===== config.mk =====
export PLATFORM = sky130hd
export DESIGN_NAME = decoder_n_seq
export DESIGN_NICKNAME = d
export VERILOG_FILES = /design/src/rtl/decoder_n_seq.sv
export SDC_FILE = /design/constraint.sdc
export NUM_CORES = 1
export LEC_CHECK = 0
export CORE_MARGIN = 10
export CORE_UTILIZATION = 45
export DETAILED_ROUTE_END_ITERATION = 8
export PLACE_DENSITY = 0.76
export SLEW_MARGIN = 5
export SYNTH_ARGS = -nofsm -noshare
export SYNTH_HDL_FRONTEND = slang
export SYNTH_SLANG_ARGS = --single-unit
export TNS_END_PERCENT = 1

===== constraint.sdc =====
create_clock -name clk -period 3.45 [get_ports clk]
set_clock_uncertainty 0.2 [all_clocks]
set_input_delay 0.69 -clock clk [delete_from_list [all_inputs] [get_ports clk]]
set_output_delay 0.69 -clock clk [all_outputs]
set_load 0.005 [all_outputs]

===== src/rtl/decoder_n_seq.sv =====
// decoder_n_seq: registered SEL_W-to-2^SEL_W one-hot select with an index
// register (load/step), level or timed-strobe output, wrap flag.
//
// Ports:
//   clk, reset (sync, active-high), enable (forces outputs to 0 when low)
//   i      : select value for load
//   load   : idx <= i (wins over step)
//   step   : idx <= idx+1 mod OUT_W
//   mode   : 0 = level, 1 = pulse of PULSE_LEN cycles
//   o      : registered one-hot select (0 or onehot(idx))
//   idx    : current index register
//   busy   : pulse in progress
//   wrap   : one-cycle flag after a step from OUT_W-1 to 0
module decoder_n_seq #(
  parameter int SEL_W     = 2,
  parameter int PULSE_LEN = 4
) (
  input  logic                  clk,
  input  logic                  reset,
  input  logic                  enable,
  input  logic [SEL_W-1:0]      i,
  input  logic                  load,
  input  logic                  step,
  input  logic                  mode,
  output logic [(2**SEL_W)-1:0] o,
  output logic [SEL_W-1:0]      idx,
  output logic                  busy,
  output logic                  wrap
);

  localparam int OUT_W = 2**SEL_W;
  localparam logic [7:0] CNT_LOAD = 8'(PULSE_LEN - 1);
  localparam logic [SEL_W-1:0] IDX_MAX = {SEL_W{1'b1}};

  if (PULSE_LEN < 1 || PULSE_LEN > 255) begin : g_bad_len
    $error("decoder_n_seq: PULSE_LEN must be in 1..255");
  end

  if (SEL_W < 1) begin : g_bad_sel
    $error("decoder_n_seq: SEL_W must be at least 1");
  end

  typedef enum logic {
    IDLE  = 1'b0,
    PULSE = 1'b1
  } state_t;

  state_t           r_state;
  state_t           w_state_nxt;
  logic [SEL_W-1:0] r_idx;
  logic [SEL_W-1:0] w_idx_nxt;
  logic [OUT_W-1:0] r_o;
  logic [OUT_W-1:0] w_o_nxt;
  logic [OUT_W-1:0] w_onehot;
  logic [7:0]       r_cnt;
  logic [7:0]       w_cnt_nxt;
  logic             r_busy;
  logic             w_busy_nxt;
  logic             r_wrap;
  logic             w_wrap_nxt;
  logic             w_acc;

  // An event is only accepted while enabled.
  assign w_acc = enable & (load | step);

  // Index for the coming cycle; load has priority and drops the step.
  always_comb begin
    w_idx_nxt = r_idx;
    if (enable) begin
      if (load) begin
        w_idx_nxt = i;
      end else if (step) begin
        w_idx_nxt = r_idx + 1'b1;
      end
    end
  end

  assign w_onehot = {{(OUT_W-1){1'b0}}, 1'b1} << w_idx_nxt;

  always_comb begin
    w_state_nxt = IDLE;
    w_o_nxt     = '0;
    w_cnt_nxt   = '0;
    w_busy_nxt  = 1'b0;
    w_wrap_nxt  = enable & step & ~load & (r_idx == IDX_MAX);
    if (enable) begin
      if (!mode) begin
        // Level mode: output tracks the index; any pulse is abandoned.
        w_o_nxt = w_onehot;
      end else begin
        unique case (r_state)
          IDLE: begin
            if (w_acc) begin
              w_state_nxt = PULSE;
              w_o_nxt     = w_onehot;
              w_cnt_nxt   = CNT_LOAD;
              w_busy_nxt  = 1'b1;
            end
          end
          PULSE: begin
            if (w_acc) begin
              // Retrigger with no gap cycle.
              w_state_nxt = PULSE;
              w_o_nxt     = w_onehot;
              w_cnt_nxt   = CNT_LOAD;
              w_busy_nxt  = 1'b1;
            end else if (r_cnt != 8'd0) begin
              w_state_nxt = PULSE;
              w_o_nxt     = r_o;
              w_cnt_nxt   = r_cnt - 8'd1;
              w_busy_nxt  = 1'b1;
            end
          end
          default: begin
            w_state_nxt = IDLE;
          end
        endcase
      end
    end
  end

  always_ff @(posedge clk) begin
    if (reset) begin
      r_state <= IDLE;
      r_idx   <= '0;
      r_o     <= '0;
      r_cnt   <= '0;
      r_busy  <= 1'b0;
      r_wrap  <= 1'b0;
    end else begin
      r_state <= w_state_nxt;
      r_idx   <= w_idx_nxt;
      r_o     <= w_o_nxt;
      r_cnt   <= w_cnt_nxt;
      r_busy  <= w_busy_nxt;
      r_wrap  <= w_wrap_nxt;
    end
  end

  assign o    = r_o;
  assign idx  = r_idx;
  assign busy = r_busy;
  assign wrap = r_wrap;

endmodule

---- Yosys cells after proc, flatten, opt, wreduce, memory -nomap -nowiden ----
Cells that the tools add are included.
word-level totals
  memories kept ........................... 0
  memory bits (read-only) ................. 0
  word-level logic and storage cells ...... 38
  bits in registers ....................... 16
  output and inout bits ................... 8
  RAM bits ................................ 0
  input bits .............................. 8
  latch bits .............................. 0
cells by class
  muxes and demuxes ....................... 16
  order comparisons ....................... 0
  bitwise operators ....................... 9
  reductions and logical operators ........ 3
  add/subtract/negate cells ............... 2
  multipliers ............................. 0
  shift operators ......................... 1
  equality and inequality tests ........... 2
  div/mod/pow operators ................... 0
operators with widths
  cell                   number
  $mux W4                4
  $mux W8                2
  $pmux W8 S2            1
  $mux W2                4
  $pmux W4 S2            1
  $reduce_bool A8 Y1     1
  $sub A8 B1 Y8 const B  1
  $and A1 B1 Y1          4
  $ne A4 B4 Y1 const B   1
  $not A1 Y1             4
  $shl A1 B2 Y4 const A  1
  $mux W1                3
  $reduce_or A3 Y1       1
  $add A2 B1 Y2 const B  1
  $eq A2 B2 Y1 const B   1
  $pmux W1 S2            1
  $reduce_or A2 Y1       1
  $or A1 B1 Y1           1

---- Depth between registers and ports, before layout ----
  depth after elaboration ................. 8
  gate-level depth with buffers ........... 7

---- Worst setup path after synthesis ----
OpenSTA, ideal clock, no wires.
  kind .................................... input-to-reg
  from .................................... input enable
  to ...................................... register r_cnt[3]
  buffers on the path ..................... 2
  arrival ................................. 1684 ps
  slack ................................... 1496 ps
  required time ........................... 3180 ps
  stages .................................. 6
  library setup time ...................... 70 ps
  path through ............................ buf_4 nor2b_1 o2111ai_2 or3_1 buf_6 a21oi_1
on the way
  cells in the longest elaborated chain, start to end .. 3
  elaborated cells between the ends (all ways) .. 5
ends and longest elaborated chain
  what                  RTL line  source
  from (decl)           20        input logic enable,
  $and A1 B1 Y1         64        assign w_acc = enable & (load | step);
  $mux W8               101       if (w_acc) begin
  $pmux W8 S2           91        unique case (r_state)
  to (signal assigned)  134       r_cnt <= w_cnt_nxt;
  to (decl)             55        logic [7:0] r_cnt;
Parallel ways exist; a longest one is shown, timed or not.
A chain may end at the register's enable or synchronous reset.

---- Worst setup path in the final report ----
  from .................................... input enable
  to ...................................... register r_cnt[4]
Same word-level chain as after synthesis.

==> flow_summary_export.csv <==
group,metric,value,unit
yosys,ys_dominant_reg_cell,"dfxtp_1",
yosys,seq_area_frac_synth,0.4169,
detailed_routing,dr.pass1.iters,4,
setup_path,crit_path_end_kind,"register",
setup_path,crit_end,"r_cnt[4]$_SDFF_PP0_",
setup_path,arrival,2.37,ns
timing,setup_ws,1.098,ns
timing,setup_viol,0,
placed_design,placed_area,914.6,µm²
timing,period_minus_slack,2.352,ns
die,core_area,1559,µm²
timing,timing.hold.ws,0.2727,ns
setup_path,crit_required,3.47,ns
final_layout,drive_gt1_frac,0.1020,
global_routing,grt_pass1_wl,2.753,mm
setup_path,worstPathMaxFanout,11,
placed_design,routabilityCongestion,0.7550,
global_routing,grt_max_degree,12,
yosys,yosys.area.top_type,"dfxtp_1",
cts,clock-sinks,16,
setup_path,reg2reg_from,"r_cnt[0]$_SDFF_PP0_",
die,rows,14,
setup_path,cp.buffers_inverters,1,
detailed_routing,antenna_left,0,
detailed_routing,wl,1.611,mm
die,start_util,0.4928,
yosys,synth_edf_count,0,
timing,drv_slew,0,
timing,relSlewSlack,0.7458,
detailed_routing,drtIter0Drc,12,
final_layout,num_antenna_cells,0,
final_layout,area_growth_syn_to_layout,23.78,%
setup_path,critPathKind,"in2reg",
detailed_routing,vias,639,
detailed_routing,wl_per_cell,14.13,µm
die,dieArea,3760,µm²
timing,fmax,0.4252,GHz
timing,max_slew.worst_pin.slew,0.3813,ns
cts,cts_made_buffers,3,
cts,cts_root_buf,"clkbuf_4",
setup_path,cp.depth,5,
timing,finalHoldViolCount,0,
run_status,run_status,"complete, no violations",
die,fp.dieW,61.32,µm
setup_path,crit_start,"enable",
die,die_y,61.32,µm
timing,fin_tns_setup,0,ns
final_layout,design_area,950.9,µm²
setup_path,r2r_slack,1.42,ns
cts,cts_hold_buf,0,
placed_design,hpwlAfterDp,1.288,mm
detailed_routing,via_per_inst,5.605,
setup_path,crit_path_start_kind,"primary input",
setup_path,slowest_stage,"clkdlybuf4s50_1",
global_routing,globalRouteTotalUtil,0.09644,
global_routing,antenna_found_initial,0,
setup_path,r2r-end,"r_cnt[7]$_SDFF_PP0_",
yosys,yosys.cell_types.count,34,
yosys,synth_async_sr_flop_share,0,
yosys,yosysMostFrequentCell,"dfxtp_1",
setup_path,critPathMaxStageDelay,0.64,ns
yosys,synth_seq_cells,16,
yosys,synth_nets,92,
cts,clk_latency,0.28,ns
cts,cts_buffer_depth,2,
die,io_pins,16,
cts,htreeDepth,1,
yosys,yosys-top-cells-area,"dfxtp_1, nor2_1, xnor2_1, a21oi_1, a2111oi_4",
yosys,synth_warnings,0,
pwr,p_leak,0.3802,nW
cts,clkTransAtPathRegs,0.09,ns
placed_design,place_ws,0.7924,ns
cts,post_cts_buffers,0,
final_layout,finish.net_count,109,
pwr,irDropWorstVdd,0.2690,mV
timing,rsz0062_at_grt,"false",
yosys,synth_cells,82,
pwr,power-per-cell-area,386.7,nW/µm²
cts,post_cts_resized,0,
placed_design,port_buffers,15,
yosys,yosys-top-cells-count,"dfxtp_1, nor2_1, nand2_1",
cts,cts_tree,"done",
flow_run,cap_viol_max_count,0,
yosys,synth_area,768.2,µm²
timing,fin_crit_sh,0.6817,
setup_path,path_delay_family,"simple AND/OR/NAND/NOR gates",
min_path,hold_class,"reg2reg",
setup_path,rr_worst_depth,6,
global_routing,grt_overflow,0,
global_routing,grt_pass1_vias,652,
yosys,synth_top_area_frac,0.4169,
setup_path,crit_chain,"clkdlybuf4s50_1 > nor2b_1 > o2111ai_2 > or3_1 > a21oi_1",
yosys,syn_area_per_cell,9.369,µm²
detailed_routing,drc,0,
[kinds of logic (layout without fill, tap and decap cells)]
group                      after synthesis  after routing  synth area share
AOI/OAI and AO/OA                       19             19            0.1954
xor gates and xnor gates                 4              4           0.04560
adders and majority gates                2              2           0.03257
buffers and inverters                    5             21           0.04072
DFF                                     16             16            0.4169
and+or+nand+nor                         36             36            0.2687
[stage by stage]
stage	util	std cells	power [mW]
floorplan	-	82	0.2284
global placement	0.5867	110	0.2486
detailed placement	0.5867	110	0.2500
CTS	0.6100	114	0.3729
global route	0.6100	114	0.3886
finish	0.6100	114	0.3677
[final cells by class]
| class | count | area, µm² |
|---|---|---|
| fill | 143 | 608.1 |
| clock buffer | 4 | 36.28 |
| inverter | 2 | 7.507 |
| timing repair buffer | 15 | 150.1 |
| sequential | 16 | 320.3 |
| multi-input combinational | 61 | 416.7 |
| tap | 16 | 20.02 |
[cells in the final DEF (no fill, tap or decap), types with 2 or more instances in the layout]
cell,n
a21oi_1,6
and4b_1,2
clkbuf_4,3
clkdlybuf4s50_1,15
dfxtp_1,16
ha_1,2
inv_1,2
nand2_1,7
nand2b_1,2
nor2_1,12
nor2b_1,2
o21ai_0,3
or3_1,2
xnor2_1,4
[power breakdown]
part / leakage (nW) / switching, mW / internal [mW]
Clock: 0.0210 / 0.0582 / 0.0642
Sequential: 0.130 / 0.00440 / 0.189
Combinational: 0.229 / 0.0226 / 0.0293
Total: 0.380 / 0.0853 / 0.282
[state kept, by name, indices dropped and copies added (netlist names)]
signal / cells
o: 4
busy: 1
idx: 2
r_cnt: 8
wrap: 1
[metal layers]
layer  share of wire  up-vias  GRT usage  wire, µm
li1                -      326          -         -
met1            0.43      300    0.09574       697
met2            0.52        9     0.1746       831
met3           0.035        4    0.02675        57
met4           0.016        0    0.05863        25
met5               0        -          0         0
[worst min-delay path: stages (launching register included)]
cell     delay, ns
dfxtp_1       0.33
nand2_1       0.05
a21oi_1       0.05
[worst min path at each step]
stage / startpoint / end / slack, ns / cells after the start
finish: o[3]$_SDFFE_PP0P_ / o[3]$_SDFFE_PP0P_ / 0.27 / 2
floorplan: o[1]$_SDFFE_PP0P_ / o[1]$_SDFFE_PP0P_ / 0.25 / 2
detailed placement: o[1]$_SDFFE_PP0P_ / o[1]$_SDFFE_PP0P_ / 0.26 / 2
CTS: o[1]$_SDFFE_PP0P_ / o[1]$_SDFFE_PP0P_ / 0.27 / 2
global route: o[1]$_SDFFE_PP0P_ / o[1]$_SDFFE_PP0P_ / 0.28 / 2
global placement: o[1]$_SDFFE_PP0P_ / o[1]$_SDFFE_PP0P_ / 0.24 / 2
(Power assumes the default switching activity.)
==> patch 1: new RTL, same settings <==
The output `busy` loses its register stage (`r_busy` becomes a continuous assignment).
--- a/src/rtl/decoder_n_seq.sv
+++ b/src/rtl/decoder_n_seq.sv
@@ -126,5 +126,4 @@
       r_o     <= '0;
       r_cnt   <= '0;
-      r_busy  <= 1'b0;
       r_wrap  <= 1'b0;
     end else begin
@@ -133,8 +132,9 @@
       r_o     <= w_o_nxt;
       r_cnt   <= w_cnt_nxt;
-      r_busy  <= w_busy_nxt;
       r_wrap  <= w_wrap_nxt;
     end
   end
+
+  assign r_busy = w_busy_nxt;
 
   assign o    = r_o;
Function: changed (Yosys sat finds a counterexample within 4 cycles, from zero or initial values and one cycle with reset high).
==> patch 1 against the original RTL <==
- wire length down 14%
- critical path depth is 1 lower
- sequential cell count is the same
- count of clock-buffer cells in the layout did not move
- worst setup slack lost 650 ps
- first-iteration DRC count is 67% lower
- register-to-register slack better by 100 ps
- final area is 3.4% lower
- power decreased by 3.0%
- area after synthesis fell by 6.7%
- critical path type is now reg -> out
==> patch 1: results (changes against the original RTL) <==
[clock_network]
clock_latency_ps=280  ; about the same
clkSlewWorstSetupHoldPaths_ps=90  ; about the same
h-tree-depth=1  ; unchanged
post-cts-setup-buffer-count=0  ; unchanged
cts-resized-gates=0  ; unchanged

[logic_synthesis]
synth-xor-area-share_pct=7.33  ; +2.8 points
yosysSeqAreaShare_pct=44.7  ; +3.0 points
synth-edff-count=0  ; unchanged
synth_cell_types=26  ; -24%
synth_commonest_cells=dfxtp_1, nor2_1, nand2_1, a22o_1
synth-compound-area-share_pct=18.2  ; -1.4 points
synth_top_flop_cell=dfxtp_1
syn_nets=87  ; -5.4%
synth_area_leaders=dfxtp_1, nor2_1, a22o_1
syn_area_per_cell_um2=9.31  ; -0.62%
synthAdderAreaFrac_pct=3.49  ; +0.23 points

[critical_path]
worst_path_max_delay_cell=o41ai_4
cp-start-kind=register
ff2ff_path_depth=4  ; -2
slowest_delay_ps=460  ; -180 ps
cp_max_fo=6  ; -5
rrSetupSlack_ps=1520  ; +100 ps
r2r-end=r_cnt[4]$_SDFF_PP0_
timing.rr.start=r_cnt[2]$_SDFF_PP0_
endpoint=busy
crit_family=compound AO/OA/AOI/OAI gates
cp.arrival_ps=2110  ; -260 ps

[finish]
final_util_pct=61.0  ; about the same
largest_reg_flops=8  ; unchanged
antenna_cells=0  ; unchanged
largest_register=r_cnt
final_net_count=106  ; -2.8%
drive_gt1_share_pct=7.37  ; -2.8 points
fillers=149  ; +4.2%

[route]
drt_first_pass_iters=2  ; -2
routed_wl_um=1390  ; -14%
viasPerCell=5.23  ; -6.8%
vias=580  ; -9.2%
drtIter0Drc=4  ; -8

[placed_design]
placed_cell_area_um2=882  ; -3.6%
dp_slack_ps=569  ; -224 ps
dpl.hpwl_um=1120  ; -13%
place_congestion=0.738  ; -2.3%

[hold_path]
hp-start=o[2]$_SDFFE_PP0P_
worstHoldPathCells=1  ; -1
min_path_type=reg -> reg
whs_endpoint=o[2]$_SDFFE_PP0P_

[pwr]
p_int_mw=0.277  ; -1.9%
ir_drop_uv=227  ; -16%
p_leak_nw=0.389  ; +2.2%

[timing]
slew-limit-headroom_pct=67.1  ; -7.4 points
holdWs_ps=271  ; -1.49 ps
worst_slack_ps=453  ; -645 ps

[status]
status=complete, no violations

[global_routing]
grt_use_total_pct=8.77  ; -0.87 points
grt_pass1_wl_um=2420  ; -12%
grt_pass1_vias=587  ; -10%
antenna_found_initial=0  ; unchanged
grt_max_degree=10  ; -2

-- patch 1: area by class of cell --
class / instances / share of cell area (%)
sequential: 16 / 34.9
inverter: 2 / 0.817
tap: 16 / 2.18
timing repair buffer: 15 / 16.3
clock buffer: 4 / 3.95
multi-input combinational: 58 / 41.8
-- patch 1: power by group through the flow --
stage | Sequential [mW] | Clock [mW] | Combinational (mW)
floorplan | 0.196 | 0 | 0.0214
global placement | 0.196 | 0 | 0.0427
detailed placement | 0.196 | 0 | 0.0431
CTS | 0.192 | 0.128 | 0.0433
global route | 0.193 | 0.133 | 0.0477
finish | 0.192 | 0.122 | 0.0429
-- patch 1: per-layer routing --
metal  share of wire (%)  track usage (%)
met4                 2.5             5.77
met3                 9.5             5.08
met5                   0                0
met2                  45             13.5
met1                  43             8.76
==> patch 2: new RTL, same settings <==
Made on the original files. `SEL_W`: 2 -> 1. Comments in the files are not updated.
--- a/src/rtl/decoder_n_seq.sv
+++ b/src/rtl/decoder_n_seq.sv
@@ -13,5 +13,5 @@
 //   wrap   : one-cycle flag after a step from OUT_W-1 to 0
 module decoder_n_seq #(
-  parameter int SEL_W     = 2,
+  parameter int SEL_W     = 1,
   parameter int PULSE_LEN = 4
 ) (
Ports: changed (resized i, idx and o); port bits go from 16 to 12. The function was not compared with the original's and may differ.
==> patch 2 against the original RTL <==
- power decreased by 22%
- worst setup slack gained 230 ps
- final area fell by 15%
- global-route usage decreased by 1.3 points
- sequential share of layout area fell by 1.4 points
- sequential cell count decreased by 3
- wire length is 21% lower
- register-to-register slack improved by 490 ps
- clock power is 26% lower
- area after synthesis down 15%
==> patch 2: results (changes against the original RTL) <==
[global_routing]
grt_use_total_pct=8.39  ; -1.3 points
grt_pass1_wl_um=2250  ; -18%
grt_pass1_vias=546  ; -16%
grt_max_degree=8  ; -4
antenna_found_initial=0  ; unchanged

[critical_path]
cp_max_fo=6  ; -5
rrSetupSlack_ps=1910  ; +490 ps
critPathLaunch=idx$_SDFF_PP0_
slowest_delay_ps=540  ; -100 ps
ff2ff_path_depth=5  ; -1
crit_family=buffers and inverters
cp.arrival_ps=1230  ; -1140 ps
timing.rr.start=r_cnt[0]$_SDFF_PP0_
endpoint=idx
r2r-end=o[1]$_SDFFE_PP0P_

[route]
routed_wl_um=1270  ; -21%
vias=510  ; -20%
viasPerCell=5.15  ; -8.1%
drtIter0Drc=5  ; -7

[logic_synthesis]
syn_area_per_cell_um2=9.43  ; +0.65%
synth_area_leaders=dfxtp_1, mux2i_1, nor2_1
synthMuxAreaShare_pct=4.62  ; +4.6 points
async_flop_share_pct=0  ; unchanged
synth-xor-area-share_pct=2.69  ; -1.9 points
yosys_warnings=0  ; unchanged
yosysSeqAreaShare_pct=40.0  ; -1.7 points
syn_nets=78  ; -15%
synth_cell_types=28  ; -18%
synth-compound-area-share_pct=13.8  ; -5.7 points
synth_commonest_cells=dfxtp_1, nor2_1, a21oi_1, nand2_1
synthAdderAreaFrac_pct=3.85  ; +0.59 points

[placed_design]
place_congestion=0.770  ; +2.0%
dp_cells=95  ; -14%
port_buffers=11  ; -4
dpl.hpwl_um=1070  ; -17%
dp_slack_ps=1270  ; +482 ps

[status]
status=complete, no violations

[timing]
slew-limit-headroom_pct=70.3  ; -4.3 points
fmax_mhz=472  ; +11%

[pwr]
total_power_mw=0.288  ; -22%
seqPwrFrac_pct=54.2  ; +1.6 points
pg_comb_mw=0.0409  ; -21%
p_int_mw=0.220  ; -22%
p_leak_nw=0.315  ; -17%
ir_drop_uv=226  ; -16%

[clock_network]
cts-resized-gates=0  ; unchanged
root_buffer=clkbuf_4
h-tree-depth=1  ; unchanged
post-cts-setup-buffer-count=0  ; unchanged

[finish]
final_net_count=94  ; -14%
drive_gt1_share_pct=11.9  ; +1.7 points
fillers=141  ; -1.4%

[hold_path]
hp-start=r_cnt[0]$_SDFF_PP0_
worstHoldPathCells=1  ; -1
min_path_type=reg -> reg
whs_endpoint=r_cnt[0]$_SDFF_PP0_

## patch 2: changes by cell type after synthesis, sizes merged, moves of 3 or more
cell | before | now
nand2b | 2 | 5
nor2 | 12 | 9
buf | 3 | 0
dfxtp | 16 | 13
mux2i | 0 | 3
## patch 2: through the flow
stage / util (%) / instance area (µm²) / hold slack [ps]
2_1_floorplan: - / 651 / 243
3_3_place_gp: 58.4 / 779 / 279
3_5_place_dp: 58.4 / 779 / 270
4_1_cts: 60.4 / 806 / 287
5_1_grt: 60.4 / 806 / 335
6_report: 60.4 / 806 / 283
## patch 2: final cells by class
cell class,instances,area [µm²],area share (%)
Tap cell,15,18.8,2.33
Clock buffer,4,26.3,3.26
Sequential cell,13,260,32.3
Timing Repair Buffer,11,110,13.7
Multi-Input combinational cell,52,375,46.6
Inverter,4,15.0,1.86
## patch 2: layer usage
layer	part of all wire [%]	vias to the layer above	global-route usage (%)
li1	-	272	-
met1	47	226	8.95
met2	46	10	13.7
met3	4.6	2	2.61
met4	2.1	0	6.04
met5	0	-	0
